<file path="src/rtl/risc_mc_ctrl.sv">
// -----------------------------------------------------------------------------
// risc_mc_ctrl -- multi-cycle control sequencer for the RISC datapath.
//
// Each instruction walks FETCH -> DECODE -> EXEC [-> MEM] [-> WB] and back to
// FETCH. The sequencer drives the PC/IR/register-file enables, the ALU
// operation, the address/write-back selects and the shared memory port
// handshake. Retired instructions are counted, and the core stops in HALT
// either on a HALT instruction or when a memory request times out.
//
// Ports
//   clk        in   system clock, rising edge
//   rst        in   synchronous, active-high reset
//   opcode     in   IR[15:12], valid from DECODE onward
//   zero       in   ALU zero flag, only looked at in EXEC
//   mem_ready  in   memory completes the current request this cycle
//   mem_req    out  memory request strobe
//   mem_we     out  memory write (ST data phase)
//   addr_sel   out  0 = PC drives the address, 1 = ALU result
//   ir_we      out  load IR
//   pc_we      out  load PC
//   pc_src     out  0 = PC+1, 1 = branch target, 2 = jump target
//   alu_op     out  0 ADD, 1 SUB, 2 AND, 3 OR
//   rf_we      out  register-file write
//   wb_sel     out  0 = ALU result, 1 = memory data
//   halted     out  core stopped
//   bus_err    out  sticky memory-timeout flag
//   illegal    out  one-cycle pulse on an undefined opcode
//   instr_cnt  out  retired-instruction count, wraps modulo 2^CNT_W
//
// All outputs are combinational from state, opcode, zero and mem_ready, and
// are forced to 0 while rst is high.
// -----------------------------------------------------------------------------
module risc_mc_ctrl #(
    parameter int CNT_W        = 16,
    parameter int MEM_WAIT_MAX = 8
) (
    input  logic             clk,
    input  logic             rst,
    input  logic [3:0]       opcode,
    input  logic             zero,
    input  logic             mem_ready,
    output logic             mem_req,
    output logic             mem_we,
    output logic             addr_sel,
    output logic             ir_we,
    output logic             pc_we,
    output logic [1:0]       pc_src,
    output logic [1:0]       alu_op,
    output logic             rf_we,
    output logic             wb_sel,
    output logic             halted,
    output logic             bus_err,
    output logic             illegal,
    output logic [CNT_W-1:0] instr_cnt
);

    // Opcode map; 8..14 are undefined.
    localparam logic [3:0] OP_ADD  = 4'd0;
    localparam logic [3:0] OP_SUB  = 4'd1;
    localparam logic [3:0] OP_AND  = 4'd2;
    localparam logic [3:0] OP_OR   = 4'd3;
    localparam logic [3:0] OP_LD   = 4'd4;
    localparam logic [3:0] OP_ST   = 4'd5;
    localparam logic [3:0] OP_BEQ  = 4'd6;
    localparam logic [3:0] OP_JMP  = 4'd7;
    localparam logic [3:0] OP_HALT = 4'd15;

    localparam logic [1:0] PC_INC    = 2'd0;
    localparam logic [1:0] PC_BRANCH = 2'd1;
    localparam logic [1:0] PC_JUMP   = 2'd2;

    localparam logic [1:0] ALU_ADD = 2'd0;
    localparam logic [1:0] ALU_SUB = 2'd1;

    // The wait counter must be able to hold MEM_WAIT_MAX itself.
    localparam int              WAIT_W    = $clog2(MEM_WAIT_MAX + 1);
    localparam logic [WAIT_W-1:0] WAIT_LIMIT = WAIT_W'(MEM_WAIT_MAX);

    typedef enum logic [2:0] {
        S_FETCH  = 3'd0,
        S_DECODE = 3'd1,
        S_EXEC   = 3'd2,
        S_MEM    = 3'd3,
        S_WB     = 3'd4,
        S_HALT   = 3'd5
    } state_t;

    state_t            state;
    state_t            state_next;
    logic [WAIT_W-1:0] wait_cnt;
    logic [CNT_W-1:0]  cnt_q;
    logic              bus_err_q;
    logic              retire;     // last cycle of an instruction
    logic              timeout;    // memory request abandoned this cycle

    // -------------------------------------------------------------------------
    // State register, retire counter, wait counter, sticky bus error.
    // -------------------------------------------------------------------------
    // NOTE: every register here uses <= so all of them update from the same
    // pre-edge values; a blocking = would let later statements see new state.
    always_ff @(posedge clk) begin
        if (rst) begin
            state     <= S_FETCH;
            wait_cnt  <= '0;
            cnt_q     <= '0;
            bus_err_q <= 1'b0;
        end else begin
            state <= state_next;

            if (retire) begin
                cnt_q <= cnt_q + CNT_W'(1);
            end

            if (timeout) begin
                bus_err_q <= 1'b1;
            end

            // wait_cnt holds the number of mem_ready=0 cycles already spent in
            // the current FETCH/MEM visit. Any state change clears it, which
            // covers every entry into FETCH or MEM. Saturating keeps it from
            // wrapping while parked in HALT.
            if (state_next != state) begin
                wait_cnt <= '0;
            end else if (!mem_ready && wait_cnt != WAIT_LIMIT) begin
                wait_cnt <= wait_cnt + WAIT_W'(1);
            end
        end
    end

    // -------------------------------------------------------------------------
    // Next state and outputs.
    // -------------------------------------------------------------------------
    // NOTE: every signal written below gets a default first, so no path through
    // the case statements can leave one unassigned and infer a latch.
    always_comb begin
        state_next = state;
        retire     = 1'b0;
        timeout    = 1'b0;
        mem_req    = 1'b0;
        mem_we     = 1'b0;
        addr_sel   = 1'b0;
        ir_we      = 1'b0;
        pc_we      = 1'b0;
        pc_src     = PC_INC;
        alu_op     = ALU_ADD;
        rf_we      = 1'b0;
        wb_sel     = 1'b0;
        illegal    = 1'b0;
        halted     = (state == S_HALT);
        bus_err    = bus_err_q;
        instr_cnt  = cnt_q;

        case (state)
            S_FETCH: begin
                mem_req = 1'b1;
                if (mem_ready) begin
                    // mem_ready in the cycle the wait count equals the limit
                    // still wins, because it is tested before the timeout.
                    ir_we      = 1'b1;
                    pc_we      = 1'b1;
                    state_next = S_DECODE;
                end else if (wait_cnt == WAIT_LIMIT) begin
                    timeout    = 1'b1;
                    state_next = S_HALT;
                end
            end

            S_DECODE: begin
                state_next = S_EXEC;
            end

            S_EXEC: begin
                case (opcode)
                    OP_ADD, OP_SUB, OP_AND, OP_OR: begin
                        alu_op     = opcode[1:0];
                        state_next = S_WB;
                    end
                    OP_LD, OP_ST: begin
                        alu_op     = ALU_ADD;      // base + offset
                        state_next = S_MEM;
                    end
                    OP_BEQ: begin
                        alu_op     = ALU_SUB;
                        if (zero) begin
                            pc_we  = 1'b1;
                            pc_src = PC_BRANCH;
                        end
                        retire     = 1'b1;
                        state_next = S_FETCH;
                    end
                    OP_JMP: begin
                        pc_we      = 1'b1;
                        pc_src     = PC_JUMP;
                        retire     = 1'b1;
                        state_next = S_FETCH;
                    end
                    OP_HALT: begin
                        retire     = 1'b1;
                        state_next = S_HALT;
                    end
                    default: begin
                        // Undefined opcode: flag it, skip it, do not count it.
                        illegal    = 1'b1;
                        state_next = S_FETCH;
                    end
                endcase
            end

            S_MEM: begin
                mem_req  = 1'b1;
                addr_sel = 1'b1;
                mem_we   = (opcode == OP_ST);
                if (mem_ready) begin
                    if (opcode == OP_ST) begin
                        retire     = 1'b1;
                        state_next = S_FETCH;
                    end else begin
                        state_next = S_WB;
                    end
                end else if (wait_cnt == WAIT_LIMIT) begin
                    timeout    = 1'b1;
                    state_next = S_HALT;
                end
            end

            S_WB: begin
                rf_we      = 1'b1;
                wb_sel     = (opcode == OP_LD);
                retire     = 1'b1;
                state_next = S_FETCH;
            end

            S_HALT: begin
                state_next = S_HALT;   // only rst leaves HALT
            end

            default: begin
                state_next = S_FETCH;
            end
        endcase

        // Reset dominates every output, so an instruction caught mid-flight
        // never produces a late pc_we, rf_we or memory write.
        if (rst) begin
            mem_req   = 1'b0;
            mem_we    = 1'b0;
            addr_sel  = 1'b0;
            ir_we     = 1'b0;
            pc_we     = 1'b0;
            pc_src    = PC_INC;
            alu_op    = ALU_ADD;
            rf_we     = 1'b0;
            wb_sel    = 1'b0;
            illegal   = 1'b0;
            halted    = 1'b0;
            bus_err   = 1'b0;
            instr_cnt = '0;
        end
    end

endmodule

</file>
<file path="config.mk">
export PLATFORM = sky130hd
export DESIGN_NAME = risc_mc_ctrl
export DESIGN_NICKNAME = d
export VERILOG_FILES = /design/src/rtl/risc_mc_ctrl.sv
export SDC_FILE = /design/constraint.sdc
export NUM_CORES = 1
export LEC_CHECK = 0
export CAP_MARGIN = 0
export CORE_ASPECT_RATIO = 0.7
export CORE_UTILIZATION = 51
export CTS_BUF_LIST = sky130_fd_sc_hd__clkbuf_16
export DETAILED_ROUTE_END_ITERATION = 6
export MAX_ROUTING_LAYER = met4
export PLACE_DENSITY = 0.83
export REMOVE_ABC_BUFFERS = 1
export SETUP_SLACK_MARGIN = 0.3
export SLEW_MARGIN = 20
export SYNTH_ARGS = -nofsm -noshare
export SYNTH_HDL_FRONTEND = slang
export SYNTH_SLANG_ARGS = --single-unit
</file>
<file path="constraint.sdc">
create_clock -name clk -period 2.4 [get_ports clk]
set_input_delay 0.48 -clock clk [delete_from_list [all_inputs] [get_ports clk]]
set_output_delay 0.48 -clock clk [all_outputs]
set_load 0.01 [all_outputs]
</file>
## Word level (Yosys, flattened, before mapping)

Index checks and enable logic that the tools add are counted.

| word-level totals | value |
|---|---|
| bits in registers | 24 |
| logic and storage cells | 75 |
| output and inout bits | 30 |
| input port bits | 8 |

| cells by class | value |
|---|---|
| $add $sub $neg | 2 |
| reduce and logical (&&, ||, !) cells | 10 |
| equality and inequality tests | 16 |
| multiplexer cells | 43 |

Operator list:

| operator | count |
|---|---|
| $mux W1 | 27 |
| $add A16 B1 Y16 const B | 1 |
| $eq A4 B3 Y1 const B | 4 |
| $mux W16 | 1 |
| $pmux W3 S5 | 1 |
| $mux W3 | 4 |
| $pmux W3 S3 | 1 |
| $reduce_or A9 Y1 | 1 |
| $eq A4 B2 Y1 const B | 2 |
| $eq A4 B4 Y1 const B | 2 |
| $mux W2 | 4 |
| $pmux W2 S2 | 2 |
| $eq A3 B2 Y1 const B | 2 |
| $eq A3 B3 Y1 const B | 2 |
| $reduce_or A2 Y1 | 3 |
| $add A4 B1 Y4 const B | 1 |
| $eq A4 B1 Y1 const B | 1 |
| $logic_not A4 Y1 | 1 |
| $ne A4 B4 Y1 const B | 1 |
| $pmux W1 S2 | 2 |
| $reduce_or A4 Y1 | 1 |
| $eq A3 B1 Y1 const B | 1 |
| $logic_not A3 Y1 | 1 |
| $ne A3 B3 Y1 | 1 |
| other kinds (4) | 4 |

## Logic depth before layout (Yosys ltp)

Gate-level depths: netlist of run 1.

| logic depth | value |
|---|---|
| depth in word-level cells | 6 |
| mapped depth | 6 |
| gate-level depth less buffers | 6 |

## Least setup slack after synthesis of run 1

Ideal clock, no wire load.

| timing path | value |
|---|---|
| path type | in2out |
| start | input port opcode[3] |
| end | output port pc_src[0] |
| data arrival time | 1.633 ns |
| required time | 1.920 ns |
| buffers on the path | 1 |
| path slack | 0.287 ns |
| stages on the path | 3 |
| path through | buf_2 -> or4_1 -> nor4_1 |

| between the ends | value |
|---|---|
| longest elaborated chain between the ends | 4 |
| elaborated cells on any way between the ends | 5 |
| those cells by class | eq/ne (2); mux (3) |

Ends and longest elaborated chain:

| element | RTL line | source |
|---|---|---|
| from (decl) | 39 | `input logic [3:0] opcode,` |
| $eq A4 B3 Y1 | 173 | `case (opcode)` |
| $pmux W2 S2 * | 173 |  |
| $mux W2 * | 153 | `case (state)` |
| $mux W2 * | 244 | `if (rst) begin` |
| to (decl) | 47 | `output logic [1:0] pc_src,` |

Mark *: on every way between the ends. The rest lies on a longest branch, timed or not.

## Worst setup path in the final report of run 1

| timing path | value |
|---|---|
| start | register state[2] |
| end | register cnt_q[13] |

| between the ends | value |
|---|---|
| longest elaborated chain between the ends | 2 |
| elaborated cells on any way between the ends | 4 |
| those cells by class | eq/ne (3); mux (1) |

Ends and longest elaborated chain:

| element | RTL line | source |
|---|---|---|
| from (decl) | 88 | `state_t state;` |
| from (signal assigned) | 108 | `state <= state_next;` |
| $eq A3 B3 Y1 / $eq A3 B2 Y1 (equally long branches) | 153 |  |
| $pmux W1 S3 * | 153 |  |
| to (signal assigned) | 111 | `cnt_q <= cnt_q + CNT_W'(1);` |
| to (decl) | 91 | `logic [CNT_W-1:0] cnt_q;` |

Marks and branches as above.
A chain may end at the register's enable or synchronous reset.

==> flow_results.xml, run 1 <==
<?xml version="1.0" encoding="UTF-8"?>
<metrics>
  <group name="clock_tree">
    <metric name="ctsRootBufferMaster" unit="">clkbuf_16</metric>
    <metric name="htreeDepth" unit="">1</metric>
    <metric name="ctsLongestPathBuffers" unit="">2</metric>
    <metric name="cts_tree" unit="">yes</metric>
    <metric name="cts-buffers-inserted" unit="">3</metric>
    <metric name="clkLatencyLatePin" unit="ns">0.25</metric>
    <metric name="cts_hold_repair.buffers" unit="">0</metric>
    <metric name="cts.sink_count" unit="">24</metric>
    <metric name="clk_pin_slew" unit="ns">0.06</metric>
  </group>
  <group name="layout">
    <metric name="final_design_area_no_fill" unit="um2">2629</metric>
    <metric name="final_net_count" unit="">294</metric>
    <metric name="finalNonFillerCells" unit="">328</metric>
    <metric name="n_antenna_cell" unit="">0</metric>
    <metric name="synthToLayoutAreaGrowth" unit="%">50.72</metric>
    <metric name="drive_gt1_share" unit="%">34.16</metric>
  </group>
  <group name="worst_hold_path">
    <metric name="worstHoldPathType" unit="">reg2reg</metric>
  </group>
  <group name="placement">
    <metric name="gp_congestion" unit="">0.8282</metric>
    <metric name="port_buffers" unit="">37</metric>
    <metric name="hpwl" unit="um">3293</metric>
    <metric name="placedCellCount" unit="">308</metric>
    <metric name="placed_area" unit="um2">2315</metric>
  </group>
  <group name="yosys">
    <metric name="synth.mux.area_fraction" unit="%">10.26</metric>
    <metric name="post_synth_most_frequent_cells" unit="">nor2_1 (28), dfxtp_1 (24), nor2b_1 (19)</metric>
    <metric name="synth.most_common_cell" unit="">nor2_1</metric>
    <metric name="synth_adder_area_share" unit="%">2.152</metric>
    <metric name="synth_top_cell_area_share" unit="%">27.55</metric>
    <metric name="synth_xor_xnor_area_share" unit="%">1.506</metric>
    <metric name="yosys_most_used_dff" unit="">dfxtp_1</metric>
    <metric name="synth_simple_gate_area_share" unit="%">35.22</metric>
    <metric name="library_cell_with_the_largest_summed_area_after_synthesis" unit="">dfxtp_1</metric>
    <metric name="synth_top_family_by_area" unit="">simple AND/OR/NAND/NOR gates</metric>
    <metric name="number_of_synthesized_flops_with_an_enable_pin" unit="">0</metric>
    <metric name="avg_inst_size_synth" unit="um2">8.266</metric>
    <metric name="synth_compound_gate_area_share" unit="%">17.65</metric>
    <metric name="netlist_instances" unit="">211</metric>
    <metric name="synth.ff_latch_count" unit="">24</metric>
    <metric name="synth_top_cells_by_area" unit="">dfxtp_1 (28%), mux2_1 (9.0%), nor2b_1 (6.8%)</metric>
    <metric name="netlist_area" unit="um2">1744</metric>
    <metric name="ys_seq_area_share" unit="%">27.55</metric>
    <metric name="synth-async-reset-ratio" unit="%">0</metric>
    <metric name="ys_warn_count" unit="">0</metric>
    <metric name="post_synth_num_cell_types" unit="">51</metric>
  </group>
  <group name="setup_path">
    <metric name="crit_path_start_kind" unit="">register</metric>
    <metric name="cp.arrival" unit="ns">2.23</metric>
    <metric name="path_class" unit="">reg2reg</metric>
    <metric name="path_max_fanout" unit="">8</metric>
    <metric name="cp_data_required_time" unit="ns">2.54</metric>
    <metric name="critPathCaptureType" unit="">register</metric>
  </group>
  <group name="status">
    <metric name="outcome" unit="">completed</metric>
  </group>
  <group name="power">
    <metric name="power.ir.vdd_worst" unit="V">0.0004822</metric>
    <metric name="leakage" unit="nW">1.074</metric>
    <metric name="power.density" unit="nW/um2">402.9</metric>
  </group>
  <group name="floorplan">
    <metric name="floorplan.rows" unit="">17</metric>
    <metric name="die_area" unit="um2">3662</metric>
    <metric name="starting_density_of_the_core" unit="%">54.30</metric>
    <metric name="fp.dieW" unit="um">71.90</metric>
    <metric name="io_pins" unit="">38</metric>
    <metric name="die_h" unit="um">50.93</metric>
    <metric name="coreArea" unit="um2">3212</metric>
  </group>
  <group name="timing">
    <metric name="max_slew.worst_pin.slew" unit="ns">0.3836</metric>
    <metric name="fin_crit_sh" unit="%">86.76</metric>
    <metric name="final_max_slew_viol_count" unit="">0</metric>
    <metric name="finClkSkew" unit="ns">0.004889</metric>
    <metric name="final_setup_violation_count" unit="">0</metric>
    <metric name="rsz0062_at_grt" unit="">false</metric>
    <metric name="max_freq" unit="MHz">480.2</metric>
    <metric name="hold_viol_final" unit="">0</metric>
    <metric name="slew_headroom" unit="%">74.09</metric>
    <metric name="min_period" unit="ns">2.082</metric>
  </group>
  <group name="flow_run">
    <metric name="cap_viol_max_count" unit="">0</metric>
  </group>
  <group name="drt">
    <metric name="per_cell_routed_wire_length" unit="um">17.13</metric>
    <metric name="routed_wirelength" unit="um">5617</metric>
    <metric name="route.detailed.drc" unit="">0</metric>
    <metric name="vias" unit="">1907</metric>
    <metric name="drt_iter0_markers" unit="">109</metric>
    <metric name="post_drt_via_cell_ratio" unit="">5.814</metric>
    <metric name="dr.pass1.iters" unit="">4</metric>
    <metric name="antenna_violating_nets_post_route" unit="">0</metric>
  </group>
  <group name="grt">
    <metric name="grtUsageTotal" unit="%">28.80</metric>
    <metric name="first_global_vias" unit="">1750</metric>
    <metric name="grt_antenna_before_repair" unit="">0</metric>
    <metric name="grt_start_max_net_pins" unit="">24</metric>
    <metric name="grt-ovfl-total" unit="">0</metric>
    <metric name="wire_length_of_the_first_global_routing_pass" unit="um">7976</metric>
  </group>
</metrics>
==> area by class of cell <==
cell class | count | area, um2
timing repair buffer | 82 | 678.2
multi-input combinational | 164 | 1297
sequential | 24 | 485.5
inverter | 8 | 33.78
clock buffer | 3 | 75.07
fill | 199 | 583.1
tap | 47 | 58.81
==> path summary, 6_finish.rpt <==
kind / startpoint / slack (ns) / to / cells past startpoint
max: state[2]$_SDFF_PP0_ / 0.32 / cnt_q[13]$_SDFFE_PP0P_ / 6
min: cnt_q[15]$_SDFFE_PP0P_ / 0.55 / cnt_q[15]$_SDFFE_PP0P_ / 2
max reg2reg: state[2]$_SDFF_PP0_ / 0.32 / cnt_q[13]$_SDFFE_PP0P_ / 6
min reg2reg: cnt_q[15]$_SDFFE_PP0P_ / 0.55 / cnt_q[15]$_SDFFE_PP0P_ / 2
==> sequential cells by signal (all words and copies together) (netlist names) <==
| name | flops |
|---|---|
| wait_cnt | 4 |
| cnt_q | 16 |
| bus_err_q | 1 |
| state | 3 |
==> layer usage <==
| metal | part of all wire (%) | track usage [%] | vias up |
|---|---|---|---|
| met4 | 1.1 | 9.150 | 0 |
| met5 | 0 | - | - |
| met2 | 49 | 46.07 | 89 |
| met1 | 43 | 36.73 | 896 |
| met3 | 7.0 | 6.114 | 8 |
| li1 | - | - | 914 |
==> layout by cell type, fill, tap and decap left out, drive strengths merged, types with 3 or more instances in the layout <==
| cell type | instances |
|---|---|
| a2111oi | 4 |
| a211oi | 5 |
| a21oi | 9 |
| and4 | 3 |
| buf | 52 |
| clkbuf | 5 |
| clkdlybuf4s15 | 4 |
| clkdlybuf4s50 | 6 |
| dfxtp | 24 |
| dlygate4sd2 | 18 |
| ha | 3 |
| inv | 7 |
| mux2 | 15 |
| nand2 | 9 |
| nand2b | 5 |
| nand3 | 9 |
| nand4 | 6 |
| nor2 | 28 |
| nor2b | 19 |
| nor3 | 6 |
| nor3b | 3 |
| nor4 | 5 |
| o21ai | 3 |
| xnor2 | 3 |
==> through the flow <==
step | setup WS (ns) | hold WS (ns) | total power, W | setup TNS, ns | utilization, %
2_1_floorplan | 0.4279 | 0.5010 | 0.0005363 | 0 | -
3_3_place_gp | -0.4290 | 0.5174 | 0.0006509 | -7.062 | 72.07
3_5_place_dp | -0.4669 | 0.5322 | 0.0006544 | -8.105 | 72.07
4_1_cts | 0.2644 | 0.5458 | 0.001019 | 0 | 77.05
5_1_grt | 0.2963 | 0.5896 | 0.001103 | 0 | 81.85
6_report | 0.3176 | 0.5481 | 0.001059 | 0 | 81.85
==> where the power goes <==
group          leakage [nW]  switching (W)  internal (W)
Clock                0.0370       0.000131      0.000220
Sequential            0.195      0.0000146      0.000408
Combinational         0.843       0.000148      0.000137
==> critical path, cell delays in order, from the launching register on <==
cell and delay [ns]:
dfxtp_1 0.33, nand2b_4 0.15, buf_4 0.16, o41a_4 0.48, buf_12 0.16, a2111oi_2 0.34, mux2_1 0.35
==> what timing repair did <==
action | CTS | global route
endpoints found under the setup margin | 46 | 30
gates cloned | 0 | 1
setup buffers | 6 | 10
pin swaps | 5 | 7
resized for setup | 73 | 25
==> cells by family (layout without fill, tap and decap cells) <==
group | count (synthesis) | after routing
compound gates | 36 | 36
xor+xnor | 3 | 3
fa+ha+maj | 3 | 3
buf+inv | 23 | 93
flops | 24 | 24
mux | 16 | 16
simple gates | 106 | 106
Note: power is estimated with default switching activity, not from simulation.
==> inputs of run 2 (changes only) <==
- CAP_MARGIN: 0 -> 5
- CELL_PAD_IN_SITES_DETAIL_PLACEMENT: unset -> 2
- CELL_PAD_IN_SITES_GLOBAL_PLACEMENT: unset -> 2
- CORE_UTILIZATION: 51 -> 29
- PLACE_DENSITY: 0.83 -> 0.82
==> flow_results.xml, run 2 (synthesis results as in run 1) <==
<?xml version="1.0" encoding="UTF-8"?>
<metrics>
  <group name="timing">
    <metric name="finClkSkew" unit="ns">0.01150</metric>
    <metric name="hold_viol_final" unit="">0</metric>
    <metric name="max_slew.worst_pin.slew" unit="ns">0.5008</metric>
    <metric name="fin_crit_sh" unit="%">87.32</metric>
    <metric name="worst_slack" unit="ns">0.3043</metric>
    <metric name="max_freq" unit="MHz">477.2</metric>
    <metric name="final_setup_violation_count" unit="">0</metric>
    <metric name="final_max_slew_viol_count" unit="">0</metric>
    <metric name="hold_ws" unit="ns">0.5741</metric>
    <metric name="min_period" unit="ns">2.096</metric>
    <metric name="slew_headroom" unit="%">66.30</metric>
    <metric name="rsz0062_at_grt" unit="">true</metric>
  </group>
  <group name="placement">
    <metric name="placement.setup.worst_slack" unit="ns">-0.4817</metric>
    <metric name="port_buffers" unit="">37</metric>
    <metric name="gp_congestion" unit="">0.7742</metric>
    <metric name="hpwl" unit="um">4339</metric>
  </group>
  <group name="setup_path">
    <metric name="crit_path_start_kind" unit="">register</metric>
    <metric name="rrSetupSlack" unit="ns">0.35</metric>
    <metric name="critPathMaxStageDelay" unit="ns">0.55</metric>
    <metric name="path_buf_inv" unit="">2</metric>
    <metric name="path_class" unit="">reg2out</metric>
    <metric name="cp_data_required_time" unit="ns">1.92</metric>
    <metric name="worst_path_dominant_cell_family" unit="">simple AND/OR/NAND/NOR gates</metric>
    <metric name="critPathCaptureType" unit="">output pin</metric>
    <metric name="cp.arrival" unit="ns">1.62</metric>
    <metric name="path_max_fanout" unit="">5</metric>
    <metric name="timing.critical_path.slowest_stage_cell" unit="">or4_4</metric>
    <metric name="crit_path_cell_trace" unit="">or4_4 -&gt; buf_6 -&gt; nor3b_2 -&gt; buf_2</metric>
  </group>
  <group name="grt">
    <metric name="first_global_vias" unit="">2009</metric>
    <metric name="grt-ovfl-total" unit="">0</metric>
    <metric name="wire_length_of_the_first_global_routing_pass" unit="um">10830</metric>
    <metric name="grt_antenna_before_repair" unit="">0</metric>
    <metric name="grtUsageTotal" unit="%">23.24</metric>
    <metric name="grt_start_max_net_pins" unit="">28</metric>
  </group>
  <group name="drt">
    <metric name="post_drt_via_cell_ratio" unit="">5.397</metric>
    <metric name="route.detailed.drc" unit="">0</metric>
    <metric name="antenna_violating_nets_post_route" unit="">0</metric>
    <metric name="drt_iter0_markers" unit="">64</metric>
    <metric name="per_cell_routed_wire_length" unit="um">19.51</metric>
    <metric name="dr.pass1.iters" unit="">4</metric>
    <metric name="vias" unit="">1878</metric>
    <metric name="routed_wirelength" unit="um">6790</metric>
  </group>
  <group name="clock_tree">
    <metric name="htreeDepth" unit="">1</metric>
    <metric name="clk_pin_slew" unit="ns">0.07</metric>
    <metric name="cts_hold_repair.buffers" unit="">0</metric>
    <metric name="cts.sink_count" unit="">24</metric>
    <metric name="ctsRootBufferMaster" unit="">clkbuf_16</metric>
    <metric name="ctsLongestPathBuffers" unit="">2</metric>
    <metric name="cts_tree" unit="">yes</metric>
    <metric name="cts-buffers-inserted" unit="">3</metric>
    <metric name="clkLatencyLatePin" unit="ns">0.26</metric>
  </group>
  <group name="flow_run">
    <metric name="cap_viol_max_count" unit="">0</metric>
  </group>
  <group name="floorplan">
    <metric name="starting_density_of_the_core" unit="%">30.30</metric>
    <metric name="die_area" unit="um2">6333</metric>
    <metric name="coreArea" unit="um2">5756</metric>
    <metric name="io_pins" unit="">38</metric>
    <metric name="fp.dieW" unit="um">94.69</metric>
    <metric name="floorplan.rows" unit="">23</metric>
    <metric name="die_h" unit="um">66.89</metric>
  </group>
  <group name="layout">
    <metric name="final_net_count" unit="">285</metric>
    <metric name="reg.largest.list" unit="">cnt_q: 16 flops, wait_cnt: 4 flops, state: 3 flops</metric>
    <metric name="largest_register" unit="">cnt_q</metric>
    <metric name="layout_common_cells" unit="">nor2_1 (25), buf_4 (25), dfxtp_1 (21)</metric>
    <metric name="largest_register_ffs" unit="">16</metric>
    <metric name="synthToLayoutAreaGrowth" unit="%">54.23</metric>
    <metric name="multiInputGateArea" unit="um2">1358</metric>
    <metric name="n_antenna_cell" unit="">0</metric>
    <metric name="drive_gt1_share" unit="%">34.80</metric>
    <metric name="regArea" unit="um2">486.7</metric>
    <metric name="fillCellCount" unit="">627</metric>
  </group>
  <group name="worst_hold_path">
    <metric name="worstHoldPathType" unit="">reg2reg</metric>
  </group>
  <group name="power">
    <metric name="power.ir.vdd_worst" unit="V">0.0003122</metric>
    <metric name="leakage" unit="nW">1.068</metric>
    <metric name="power.density" unit="nW/um2">407.1</metric>
  </group>
  <group name="status">
    <metric name="outcome" unit="">completed</metric>
  </group>
</metrics>
[run 2: path summary, 6_finish.rpt]
| path | from | endpoint | cells past startpoint |
|---|---|---|---|
| worst max-delay path | state[0]$_SDFF_PP0_ | alu_op[1] | 4 |
| worst min-delay path | cnt_q[10]$_SDFFE_PP0P_ | cnt_q[10]$_SDFFE_PP0P_ | 2 |
| worst max register to register | state[2]$_SDFF_PP0_ | cnt_q[9]$_SDFFE_PP0P_ | 6 |
| worst min register to register | cnt_q[10]$_SDFFE_PP0P_ | cnt_q[10]$_SDFFE_PP0P_ | 2 |
[run 2: what timing repair did]
action                     4_1_cts  5_1_grt
cloned                           0        0
setup endpoints to repair       47       19
setup buffers                    6        0
pin swaps                        8        7
gates resized for setup        107       19
[run 2: worst register-to-register path, stage by stage (launching register included)]
cell and delay [ns]:
dfxtp_2 0.33, nand2b_4 0.14, buf_4 0.16, o41a_4 0.58, buf_8 0.19, a211oi_4 0.22
mux2_4 0.32
[run 2: area by class of cell]
class                           instances  area share, %
Multi-Input combinational cell        164          50.47
Timing Repair Buffer                   73          23.91
Sequential cell                        24          18.09
Tap cell                               75          3.488
Clock buffer                            3          2.791
Inverter                                8          1.116
Clock inverter                          1         0.1395
[run 2: metal layers]
layer	global-route usage, %	vias up	routed length, um
li1	-	888	-
met4	3.030	0	26
met5	-	-	0
met1	29.27	947	3267
met3	3.425	2	219
met2	40.47	41	3276
[run 2: power by group]
part | total, W | internal, W | switching, W
sequential | 0.000425 | 0.000409 | 0.0000158
combinational | 0.000296 | 0.000133 | 0.000162
clock | 0.000375 | 0.000223 | 0.000151
[run 2: per-stage QoR]
stage	util, %	setup TNS, ns	cells	total power [W]	instance area, um2
after floorplan	-	0	196	0.0005363	1675
after global placement	41.30	-7.775	338	0.0006593	2377
after detailed placement	41.30	-8.717	338	0.0006694	2377
after CTS	46.22	0	348	0.001096	2660
after global routing	46.74	0	348	0.001142	2690
final	46.74	0	348	0.001095	2690
==> patch 1: new RTL, flow settings as in run 2 <==
The parameter `MEM_WAIT_MAX` goes from 8 to 16.
--- a/src/rtl/risc_mc_ctrl.sv
+++ b/src/rtl/risc_mc_ctrl.sv
@@ -34,3 +34,3 @@
     parameter int CNT_W        = 16,
-    parameter int MEM_WAIT_MAX = 8
+    parameter int MEM_WAIT_MAX = 16
 ) (
Function: changed (a bounded check fails within 10 cycles, from zero or initial values and one cycle with rst high).
==> patch 1 against run 2 <==
- sequential cell count is 1 higher
- clock power is 3% higher
- worst hold slack worse by 57 ps
- count of clock-buffer cells in the layout stayed put
- core utilization is 0.63 points higher
- synthesized cell count is 1.9% lower
- total power is 11% lower
- setup slack worse by 130 ps
- critical path depth is 3 higher
- design area is 6.9% lower
- synthesized area is 8.3% lower
- routed wire length is 5.6% higher
==> patch 1: results (changes against run 2) <==
metric;value;unit;change
outcome;finished, final reports clean;;unchanged
Avg Inst Size Synth;7.72;um^2;was 8.27 um^2
vias in the first global route;1886;;was 2009
first-pass GRT wire length;10200;um;was 10800 um
reg-to-reg startpoint;state[0];;was state[2]
r2r setup slk;280;ps;was 350 ps
Final Skew;3.13;ps;was 11.5 ps
CP max-delay cell;or3_4;;was or4_4
reg2reg path depth;7;;was 6
FILL cells;605;;was 627
Adder-Cell Fraction of Synth Area;2.35;%;was 2.15%
Critical Path Start;rst;;was state[0]
area share of the largest cell type after synthesis;31.3;%;was 27.5%
P_leak;0.00114;uW;was 0.00107 uW
multiplexer area fraction after synthesis;2.82;%;was 10.3%
Worst Setup EP;pc_src[0];;was alu_op[1]
post-synth cell types;43;;was 51
final wirelength;7170;um;was 6790 um
All-Layer GR Usage;23.3;%;was 23.2%
CP arrival;1750;ps;was 1620 ps
Clock power frac;39.5;%;was 34.2%
Seq/Total Area, Yosys;31.3;%;was 27.5%
Regs by FF count;cnt_q x16, wait_cnt x5, state x3;;was cnt_q x16, wait_cnt x4, state x3
synth cell count leaders;nor2_1, dfxtp_1, nor2b_1;;unchanged
Clk. pwr;386;uW;was 375 uW
largest net degree at the start of global routing;37;;was 28
layout cells sized above 1;33.0;%;was 34.8%
Post-Synth XOR/XNOR Area;8.76;%;was 1.51%
crit-path max FO;2;;was 5
Worst-Margin Slew;466;ps;was 501 ps
Internal;715;uW;was 766 uW
DR vias;1763;;was 1878
patch 1: final cells by class:
cell class	instances	area [um^2]	share of cell area [%]
Sequential cell	25	507	20.2
Timing Repair Buffer	73	656	26.2
Clock buffer	3	75.1	3.00
Clock inverter	1	5.00	0.200
Multi-Input combinational cell	159	1130	45.0
Inverter	12	45.0	1.80
Tap cell	72	90.1	3.60
patch 1: stage by stage:
step	setup TNS, ps	setup slack (ps)
floorplan	0	366
global placement	-6710	-476
detailed placement	-8560	-529
CTS	0	196
global route	0	137
finish	0	174
patch 1: timing repair:
| item | in CTS | in global routing |
|---|---|---|
| gates cloned | 0 | 1 |
| setup buffers | 1 | 6 |
| pin swaps | 7 | 4 |
| endpoints found under the hold margin | 0 | 0 |
| gates resized for setup | 79 | 31 |
| setup endpoints to repair | 50 | 31 |
patch 1: metal layers:
metal	up-vias	global-route usage, %	wire length [um]
li1	838	-	-
met1	883	28.1	3270
met2	34	40.6	3560
met3	8	4.05	208
met4	0	5.65	130
met5	-	-	0
==> patch 2: new RTL, config.mk and constraints of run 2 <==
Without the edit above. The 6 states of `state_t` get a one-hot encoding in 6 bits.
--- a/src/rtl/risc_mc_ctrl.sv
+++ b/src/rtl/risc_mc_ctrl.sv
@@ -78,9 +78,9 @@
 
-    typedef enum logic [2:0] {
-        S_FETCH  = 3'd0,
-        S_DECODE = 3'd1,
-        S_EXEC   = 3'd2,
-        S_MEM    = 3'd3,
-        S_WB     = 3'd4,
-        S_HALT   = 3'd5
+    typedef enum logic [5:0] {
+        S_FETCH  = 6'b000001,
+        S_DECODE = 6'b000010,
+        S_EXEC   = 6'b000100,
+        S_MEM    = 6'b001000,
+        S_WB     = 6'b010000,
+        S_HALT   = 6'b100000
     } state_t;
Check against the original RTL: no difference found for any inputs over 10 cycles, from zero or initial values and one cycle with rst high; not proved beyond that.
==> patch 2 against run 2 <==
- the flow now finishes with violations (setup timing)
- routed wire length up 76%
- worst hold slack better by 20 ps
- synthesized cell count up 3.3%
- clock skew down 8.1 ps
- total power up 18%
- setup slack worse by 660 ps
- die area up 1.8%
- synthesized area up 1.8%
- sequential share of layout area down 1.6 points
- design area up 23%
- sequential cell count up 3
- critical path type is now reg2reg
- critical endpoint is now cnt_q[13]
==> patch 2: results (changes against run 2) <==
metric;value;unit;change
Initial DRC Count;82;;was 64
Internal;868;uW;was 766 uW
pre-CTS WS;-650;ps;was -482 ps
H-tree levels;1;;unchanged
crit-path max FO;8;;was 5
async set or reset register ratio after synthesis;0;%;unchanged
Avg Inst Size Synth;8.14;um^2;was 8.27 um^2
Via density;5.85;;was 5.40
CP max-delay cell;or4b_4;;was or4_4
pwr dens;391;nW/um^2;was 407 nW/um^2
worst rel slew slack;56.2;%;was 66.3%
Clock Latency Late Sink;280;ps;was 260 ps
CTS Buffer Depth;2;;unchanged
Hold Crit Class;reg2reg;;unchanged
post-route setup TNS;-3910;ps;was 0 ps
ranking of synthesized cells by area;dfxtp_1, nor2b_1, nor2_1;;was dfxtp_1, mux2_1, nor2b_1
final worst slack;-353;ps;was 304 ps
failing checks;setup timing;;
CTS Buf Count;3;;unchanged
outcome;complete, but fails checks;;was finished, final reports clean
number of antenna diodes;0;;unchanged
Clk. pwr;428;uW;was 375 uW
DR vias;2310;;was 1878
Synth Flop Type;dfxtp_1;;unchanged
GPL Wtd Cong;0.869;;was 0.774
layout cells sized above 1;50.9;%;was 34.8%
P_leak;0.00136;uW;was 0.00107 uW
All-Layer GR Usage;31.9;%;was 23.2%
logic gate share of total power;31.0;%;was 27.0%
Regs by FF count;cnt_q x16, state x6, wait_cnt x4;;was cnt_q x16, wait_cnt x4, state x3
Seq/Total Area, Yosys;30.4;%;was 27.5%
Setup violations, final;23;;was 0
final net count;332;;was 285
Peak VDD IR;0.000572;V;was 0.000312 V
Max-cap violations;0;;unchanged
Final Skew;3.39;ps;was 11.5 ps
CP arrival;2910;ps;was 1620 ps
post-synth cell types;49;;was 51
largest net degree at the start of global routing;32;;was 28
vias in the first global route;2421;;was 2009
synth cell count leaders;dfxtp_1, nor2_1, nor2b_1;;was nor2_1, dfxtp_1, nor2b_1
YS warnings;0;;unchanged
Clk pin slew, worst setup/hold paths;80;ps;
dpl hpwl;4990;um;was 4340 um
Post-Place Cells;357;;was 338
hold slack;594;ps;was 574 ps
first-pass GRT wire length;14400;um;was 10800 um
crit-path max cell delay;540;ps;
area of placed instances;2490;um^2;was 2380 um^2
Pwr top;sequential cells;;unchanged
Avg WL per Cell;30.3;um;was 19.5 um
patch 2: cell types whose count changed after synthesis, sizes merged, moves of 5 or more:
cell,run 2,this run
or3,1,9
nor4,5,12
o21ai,3,9
nand3,9,4
xor2,0,5
nor2,28,22
mux2,15,4
patch 2: repair_timing:
action / 4_1_cts / 5_1_grt
resized for setup: 145 / 52
setup buffers: 17 / 16
cloned: 1 / 0
pin swaps: 23 / 28
endpoints found under the setup margin: 50 / 49
patch 2: path summary, 6_finish.rpt:
check / from / end / cells after the start
hold / removal: cnt_q[8] / cnt_q[8] / 2
hold reg to reg: cnt_q[8] / cnt_q[8] / 2
setup / recovery: state[0] / cnt_q[13] / 10
setup reg to reg: state[0] / cnt_q[13] / 10
patch 2: kinds of logic (layout without fill, tap and decap cells):
family / after synthesis / count (layout) / share of synthesized area (%)
flip-flops: 27 / 27 / 30.4
AND/OR/NAND/NOR: 113 / 113 / 37.3
adder cells (fa/ha/maj): 3 / 3 / 2.11
buffers and inverters: 20 / 122 / 5.21
XOR/XNOR: 9 / 9 / 4.44
AO/OA/AOI/OAI: 39 / 39 / 15.9
multiplexers: 7 / 7 / 4.65
patch 2: per-layer routing:
metal	global-route usage, %	wire, um
met4	11.4	403
met3	6.76	731
met1	35.7	5050
met5	-	0
met2	56.6	5780
patch 2: worst max-delay path: cells and delay by family, from the launching register on:
family | cells | cell delay [ps]
AOI/OAI and AO/OA | 4 | 940
buffers and inverters | 5 | 800
DFF | 1 | 330
and+or+nand+nor | 1 | 540
patch 2: cell type report:
cell class / count / area (um^2)
multi-input cells: 171 / 1590
clock buffers: 3 / 75.1
flip-flops and latches: 27 / 546
repair buffers: 112 / 971
fillers: 574 / 2510
inverters: 6 / 22.5
well taps: 75 / 93.8
clock inverters: 1 / 7.51
